File: config.mk
export PLATFORM = sky130hd
export DESIGN_NAME = countdown_digit_renderer
export DESIGN_NICKNAME = d
export VERILOG_FILES = /design/src/rtl/countdown_digit_renderer.sv
export SDC_FILE = /design/constraint.sdc
export NUM_CORES = 1
export LEC_CHECK = 0
export BUFFER_PORTS_ARGS = -buffer_cell sky130_fd_sc_hd__buf_2
export CAP_MARGIN = 0
export CORE_MARGIN = 2
export CORE_UTILIZATION = 35
export CTS_CLUSTER_DIAMETER = 80
export CTS_CLUSTER_SIZE = 14
export DETAILED_ROUTE_END_ITERATION = 10
export GPL_ROUTABILITY_DRIVEN = 0
export PLACE_DENSITY = 0.69
export SLEW_MARGIN = 20
export SYNTH_ARGS = -nofsm -noshare
export SYNTH_HDL_FRONTEND = slang
export SYNTH_SLANG_ARGS = --single-unit
File: constraint.sdc
create_clock -name Clk -period 3.4 [get_ports Clk]
set_clock_uncertainty 0.15 [all_clocks]
set_input_delay 0.51 -clock Clk [delete_from_list [all_inputs] [get_ports Clk]]
set_output_delay 0.51 -clock Clk [all_outputs]
set_load 0.05 [all_outputs]
File: src/rtl/countdown_digit_renderer.sv
// ============================================================================
// countdown_digit_renderer : per-second countdown digit and sprite pixel stage
// Rev 1.0 : initial release
// ============================================================================
`default_nettype none

module countdown_digit_renderer #(
   parameter int POS_X          = 304,
   parameter int POS_Y          = 228,
   parameter int SPR_W          = 32,
   parameter int SPR_H          = 24,
   parameter int START_VAL      = 5,
   parameter int FRAMES_PER_SEC = 60,
   parameter int KEY_COLOR      = 391
) (
   input  logic       Clk,
   input  logic       Reset_n,
   input  logic       frame_clk,
   input  logic       start,
   input  logic       pause,
   input  logic [9:0] DrawX,
   input  logic [9:0] DrawY,
   input  logic [9:0] spr_rgb,
   output logic [2:0] digit_sel,
   output logic [4:0] spr_row,
   output logic [4:0] spr_col,
   output logic [9:0] pix_rgb,
   output logic       pix_valid,
   output logic       running,
   output logic       expired
);

   localparam int         c_cnt_w   = (FRAMES_PER_SEC > 1) ? $clog2(FRAMES_PER_SEC) : 1;
   localparam logic [c_cnt_w-1:0] c_last_cnt = c_cnt_w'(FRAMES_PER_SEC - 1);
   localparam logic [2:0] c_start   = 3'(START_VAL);
   localparam logic [9:0] c_x_lo    = 10'(POS_X);
   localparam logic [9:0] c_x_hi    = 10'(POS_X + SPR_W - 1);
   localparam logic [9:0] c_y_lo    = 10'(POS_Y);
   localparam logic [9:0] c_y_hi    = 10'(POS_Y + SPR_H - 1);
   localparam logic [9:0] c_key     = 10'(KEY_COLOR);

   typedef enum logic [1:0] {
      S_IDLE   = 2'd0,
      S_RUN    = 2'd1,
      S_EXPIRE = 2'd2
   } state_t;

   logic [1:0]         r_rst_sync;
   logic               w_rst_n;
   state_t             r_state;
   logic [2:0]         r_digit;
   logic [c_cnt_w-1:0] r_frame_cnt;
   logic               r_frame_clk_d;
   logic [9:0]         r_pix_rgb;
   logic               r_pix_valid;
   logic               r_running;
   logic               r_expired;
   logic               w_frame_tick;
   logic               w_in_box;

   // Reset asserts immediately but releases only after two clean Clk edges.
   always_ff @(posedge Clk or negedge Reset_n) begin
      if (!Reset_n)
         r_rst_sync <= 2'b00;
      else
         r_rst_sync <= {r_rst_sync[0], 1'b1};
   end

   assign w_rst_n      = r_rst_sync[1];
   assign w_frame_tick = frame_clk & ~r_frame_clk_d;
   assign w_in_box     = (DrawX >= c_x_lo) && (DrawX <= c_x_hi) &&
                         (DrawY >= c_y_lo) && (DrawY <= c_y_hi);

   assign digit_sel = r_digit;
   assign spr_col   = w_in_box ? 5'(DrawX - c_x_lo) : 5'd0;
   assign spr_row   = w_in_box ? 5'(DrawY - c_y_lo) : 5'd0;
   assign pix_rgb   = r_pix_rgb;
   assign pix_valid = r_pix_valid;
   assign running   = r_running;
   assign expired   = r_expired;

   always_ff @(posedge Clk or negedge w_rst_n) begin
      if (!w_rst_n) begin
         r_state       <= S_IDLE;
         r_digit       <= c_start;
         r_frame_cnt   <= '0;
         r_frame_clk_d <= 1'b0;
         r_pix_rgb     <= '0;
         r_pix_valid   <= 1'b0;
         r_running     <= 1'b0;
         r_expired     <= 1'b0;
      end else begin
         r_frame_clk_d <= frame_clk;
         r_pix_rgb     <= w_in_box ? spr_rgb : 10'd0;
         r_pix_valid   <= w_in_box & r_running & (spr_rgb != c_key);

         case (r_state)
            S_IDLE: begin
               if (start) begin
                  r_state     <= S_RUN;
                  r_digit     <= c_start;
                  r_frame_cnt <= '0;
                  r_running   <= 1'b1;
               end
            end
            S_RUN: begin
               // A restart takes priority over a tick landing in the same cycle.
               if (start) begin
                  r_digit     <= c_start;
                  r_frame_cnt <= '0;
               end else if (w_frame_tick && !pause) begin
                  if (r_frame_cnt == c_last_cnt) begin
                     r_frame_cnt <= '0;
                     if (r_digit != 3'd0) begin
                        r_digit <= r_digit - 3'd1;
                     end else begin
                        r_state   <= S_EXPIRE;
                        r_running <= 1'b0;
                        r_expired <= 1'b1;
                     end
                  end else begin
                     r_frame_cnt <= r_frame_cnt + 1'b1;
                  end
               end
            end
            S_EXPIRE: begin
               r_expired <= 1'b0;
               if (start) begin
                  r_state     <= S_RUN;
                  r_digit     <= c_start;
                  r_frame_cnt <= '0;
                  r_running   <= 1'b1;
               end else begin
                  r_state <= S_IDLE;
               end
            end
            default: begin
               r_state   <= S_IDLE;
               r_running <= 1'b0;
               r_expired <= 1'b0;
            end
         endcase
      end
   end

endmodule

`default_nettype wire
Word-level counts from Yosys, hierarchy flattened
Cells that the tools add are included.
Widths: inputs -> output; s select.
{"block": "word_totals", "register_bits": 27, "in_bits": 35, "output_inout_bits": 26, "wordCells": 81}
{"block": "op_classes", "add_sub_neg": 4, "magnitude_cmp": 4, "n_eq_ne": 13, "n_mux": 32, "n_bitwise": 5, "n_reduce_logical": 14}
{"op": "$mux 6", "count": 4}
{"op": "$reduce_and 5->1", "count": 4}
{"op": "$mux 3", "count": 5}
{"op": "$pmux 6 s2", "count": 1}
{"op": "$ge 10x8->1 const B", "count": 1}
{"op": "$ge 10x9->1 const B", "count": 1}
{"op": "$le 10x8->1 const B", "count": 1}
{"op": "$le 10x9->1 const B", "count": 1}
{"op": "$mux 1", "count": 10}
{"op": "$mux 10", "count": 1}
{"op": "$mux 2", "count": 5}
{"op": "$mux 5", "count": 2}
{"op": "$ne 10x9->1 const B", "count": 1}
{"op": "$ne 2x2->1 const B", "count": 5}
{"op": "$ne 3x3->1 const B", "count": 3}
{"op": "$add 6x1->6 const B", "count": 1}
{"op": "$eq 6x6->1 const B", "count": 1}
{"op": "$pmux 2 s3", "count": 1}
{"op": "$pmux 3 s2", "count": 1}
{"op": "$sub 5x3->5 const B", "count": 1}
{"op": "$sub 5x5->5 const B", "count": 1}
{"op": "$logic_and 1x1->1", "count": 4}
{"op": "$pmux 1 s2", "count": 2}
{"op": "$and 1x1->1", "count": 3}
{"op": "other kinds (11)", "count": 12}

Logic depth before layout (Yosys ltp)
{"block": "depth", "word_depth": 6, "depth_mapped": 7, "mapped_depth_nobuf": 6}

Worst setup path before layout
No wires, ideal clock.
{"block": "synth_path", "kind": "in2out", "from": "input port DrawX[7]", "to": "output port spr_row[3]", "arrival_time_ns": 2.101, "required_ns": 2.740, "path_slack_ns": 0.639, "path_stages": 5, "path_buffers": 1, "cell_sequence": "and4bb_1 nand4_1 nor4_2 clkbuf_2 nor2b_1"}
{"block": "synth_via", "elab_chain_cells": 5, "word_cells_on_any_way": 6, "classes_between": "order compare (2); mux (1); reduce/logical (3)"}
{"element": "from (decl)", "line": "21", "text": "input logic [9:0] DrawX,"}
{"element": "$ge 10x9->1 or $le 10x9->1 (tied branches)", "line": "71", "text": "assign w_in_box = (DrawX >= c_x_lo) && (DrawX <= c_x_hi) &&"}
{"element": "$logic_and 1x1->1 * (2 in series)", "line": "71"}
{"element": "$logic_and 1x1->1 *", "line": "72", "text": "(DrawY >= c_y_lo) && (DrawY <= c_y_hi);"}
{"element": "$mux 5 *", "line": "76", "text": "assign spr_row = w_in_box ? 5'(DrawY - c_y_lo) : 5'd0;"}
{"element": "to (decl)", "line": "25", "text": "output logic [4:0] spr_row,"}
Every way passes the cells marked *; elsewhere a longest branch is shown, timed or not.

Worst setup path in the final report
{"block": "layout_path", "from": "input port DrawY[2]", "to": "output port spr_row[4]"}
{"block": "layout_via", "elab_chain_cells": 4, "word_cells_on_any_way": 6, "classes_between": "add/sub (1); order compare (2); mux (1); reduce/logical (2)"}
{"element": "from (decl)", "line": "22", "text": "input logic [9:0] DrawY,"}
{"element": "$ge 10x8->1", "line": "72"}
{"element": "$logic_and 1x1->1", "line": "71"}
{"element": "$logic_and 1x1->1", "line": "72"}
{"element": "$mux 5 *", "line": "76"}
Marks and branches as above.

==> impl_metrics.csv <==
group,metric,value,unit
clocking,clk_pin_slew,0.09,ns
floorplanning,initial_utilization,0.3583,
route,wl_met1,1.167,mm
synthesis,ys_async_sr_fraction,1.000,
synthesis,avgSynthCellArea,9.675,um2
place,place_inst,254,
clocking,worstSkewPairLatency,0.27,ns
clocking,cts_tree,"built",
place,dpl.hpwl,2.242,mm
route,wire_per_inst,10.72,um
grt,grt_remaining_overflow,0,
synthesis,synth_cell_types,38,
flow_run,max-cap-violations,0,
finish,final_net_count,252,
critical_path,crit_arrival,1.94,ns
grt,grt_first_pass_wirelength,4.830,mm
route,drc,0,
synthesis,synth_common_cells,"25 x dfrtp_1, 17 x and2_1, 13 x nor2_1",
route,drt_iter0_drc,91,
synthesis,ys_ff_latch,27,
clocking,cts_root_buf,"clkbuf_8",
sta,hold_ws,0.09934,ns
sta,layout_worst_path_cycle_share,0.7657,
clocking,cts_max_path_buffers,2,
critical_path,crit_required,2.74,ns
critical_path,path_class,"primary input to primary output",
synthesis,synth_top_area_frac,0.4429,
grt,grt_start_max_net_pins,26,
synthesis,synthesis.nets,188,
grt,grt_use_total,0.1379,
route,vias_per_cell,4.857,
clocking,cts_resized,0,
route,wl_met2,1.303,mm
sta,worst_pin_slew,0.5275,ns
sta,drv_slew,0,
floorplanning,io_pins,61,
sta,finalSetupTns,0,ns
clocking,cts.sinks,27,
route,top_layer_used,"met4",
finish,final_cells,259,
synthesis,synth_most_common_cell,"dfrtp_1",
synthesis,synth_top_area_cell,"dfrtp_1",
finish,syn_to_final_growth,29.32,%
floorplanning,die_y,67.53,um
place,port_buffers,60,
grt,grt_pass1_vias,1195,
sta,slew_headroom,0.6483,
synthesis,ys_seq_area_frac,0.4801,
sta,setup_viol,0,
power_and_ir_drop,p_leak,0.9460,nW
finish,fillers,373,
synthesis,synth_edf_count,0,
route,met3WireLength,267,um
route,drt-total-wl,2.777,mm
critical_path,cp_max_fo,15,
finish,antenna_cells,0,
critical_path,cp-start-kind,"primary input",
synthesis,synth.cell_area,1413,um2
synthesis,synth_warnings,0,
synthesis,synth_area_leaders,"dfrtp_1 44%, and2_1 7.5%, ha_1 6.2%",
power_and_ir_drop,ir_drop,0.1342,mV
clocking,cts_buffers,3,
sta,rsz0062_at_grt,"no",
floorplanning,core_area,3943,um2
sta,fmax,0.3841,GHz
synthesis,synth-main-ff-cell,"dfrtp_1",
floorplanning,die_x,67.53,um
synthesis,synthCells,146,
power_and_ir_drop,cellPowerDensity,309.8,nW/um2
floorplanning,row_count,23,
route,ant_nets,0,
min_path,hold_path.class,"flop to asynchronous set/reset pin",
route,vias,1258,
outcome,status,"finished, final reports clean",
critical_path,cp-end-kind,"primary output",
finish,drive_gt1_frac,0.3397,
floorplanning,die-area,4560,um2
clocking,cts_htree_levels,1,
sta,hold_viol,0,
sta,post-route-min-period,2.603,ns
finish,utilization,0.4633,
route,drtPass1Iterations,4,
grt,antenna_found_initial,0,
-- worst max-delay path, cell delays in order --
cell	delay, ns
buf_2	0.11
inv_1	0.06
ha_1	0.20
nand2b_1	0.11
a21oi_1	0.07
nor4_2	0.24
buf_4	0.22
a21boi_2	0.16
buf_2	0.26
-- flip-flops by register name, summed over array words and instances, names as in the netlist --
register       flops
pix_rgb           10
r_frame_cnt        6
digit_sel          3
r_rst_sync         2
r_state            2
expired            1
pix_valid          1
r_frame_clk_d      1
running            1
-- metal layers --
layer | global-route usage | vias to the layer above
met5 | 0 | -
met4 | 0.05357 | 0
met3 | 0.04333 | 5
met2 | 0.2390 | 57
met1 | 0.1572 | 557
li1 | - | 639
-- what timing repair did --
action / in CTS / in global routing
endpoints found under the hold margin: 2 / 0
hold buffers: 1 / 0
setup buffers: 0 / 0
-- cell families after synthesis --
family	count (synthesis)	share of synthesized area
other	1	0.002655
and+or+nand+nor	74	0.3074
adders and majority gates	7	0.06200
DFF	27	0.4801
AOI/OAI and AO/OA	27	0.1178
buffers and inverters	10	0.03011
-- through the flow --
stage	area, um2	power (mW)	worst slack [ns]
after floorplan	1413	0.3660	0.6387
after global placement	1770	0.3947	0.8285
after detailed placement	1770	0.3958	0.7820
after CTS	1826	0.5749	0.7757
after global routing	1827	0.5976	0.6739
final	1827	0.5660	0.7967
-- area by class of cell --
| cell class | instances | area, um2 | area share |
|---|---|---|---|
| clock buffers | 4 | 45.04 | 0.02466 |
| multi-input cells | 109 | 691.9 | 0.3788 |
| repair buffers | 63 | 325.3 | 0.1781 |
| well taps | 50 | 62.56 | 0.03425 |
| flip-flops and latches | 27 | 679.4 | 0.3719 |
| inverters | 6 | 22.52 | 0.01233 |
-- power breakdown --
part	leakage, nW	internal [mW]	total (mW)	switching, mW
combinational	0.571	0.0266	0.0560	0.0294
clock	0.0228	0.0839	0.177	0.0928
sequential	0.352	0.326	0.333	0.00766
-- cell usage in the layout (no fill, tap or decap), drive strengths merged, types with 2 or more instances in the layout --
cell type	n
a21oi	8
a22o	2
and2	17
and4bb	2
buf	62
clkbuf	4
dfrtp	25
dfstp	2
ha	7
inv	6
nand2	8
nand2b	6
nand3	8
nand4	7
nand4b	2
nor2	13
nor4	2
o211ai	2
o21ai	9
-- final timing paths --
kind,startpoint,endpoint,slack [ns],cells after the start
min in group Clk,r_rst_sync[0]$_DFF_PN0_,r_rst_sync[1]$_DFF_PN0_,0.21,0
hold / removal,r_rst_sync[1]$_DFF_PN0_,digit_sel[1]$_DFFE_PN0P_,0.1,0
max in group asynchronous,Reset_n,r_rst_sync[1]$_DFF_PN0_,2.60,2
hold reg to reg,r_rst_sync[1]$_DFF_PN0_,digit_sel[1]$_DFFE_PN0P_,0.1,0
setup reg to reg,r_frame_cnt[0]$_DFFE_PN0P_,r_frame_cnt[4]$_DFFE_PN0P_,1.56,5
setup / recovery,DrawY[2],spr_row[4],0.80,9
Power figures use the tool's default switching activity.
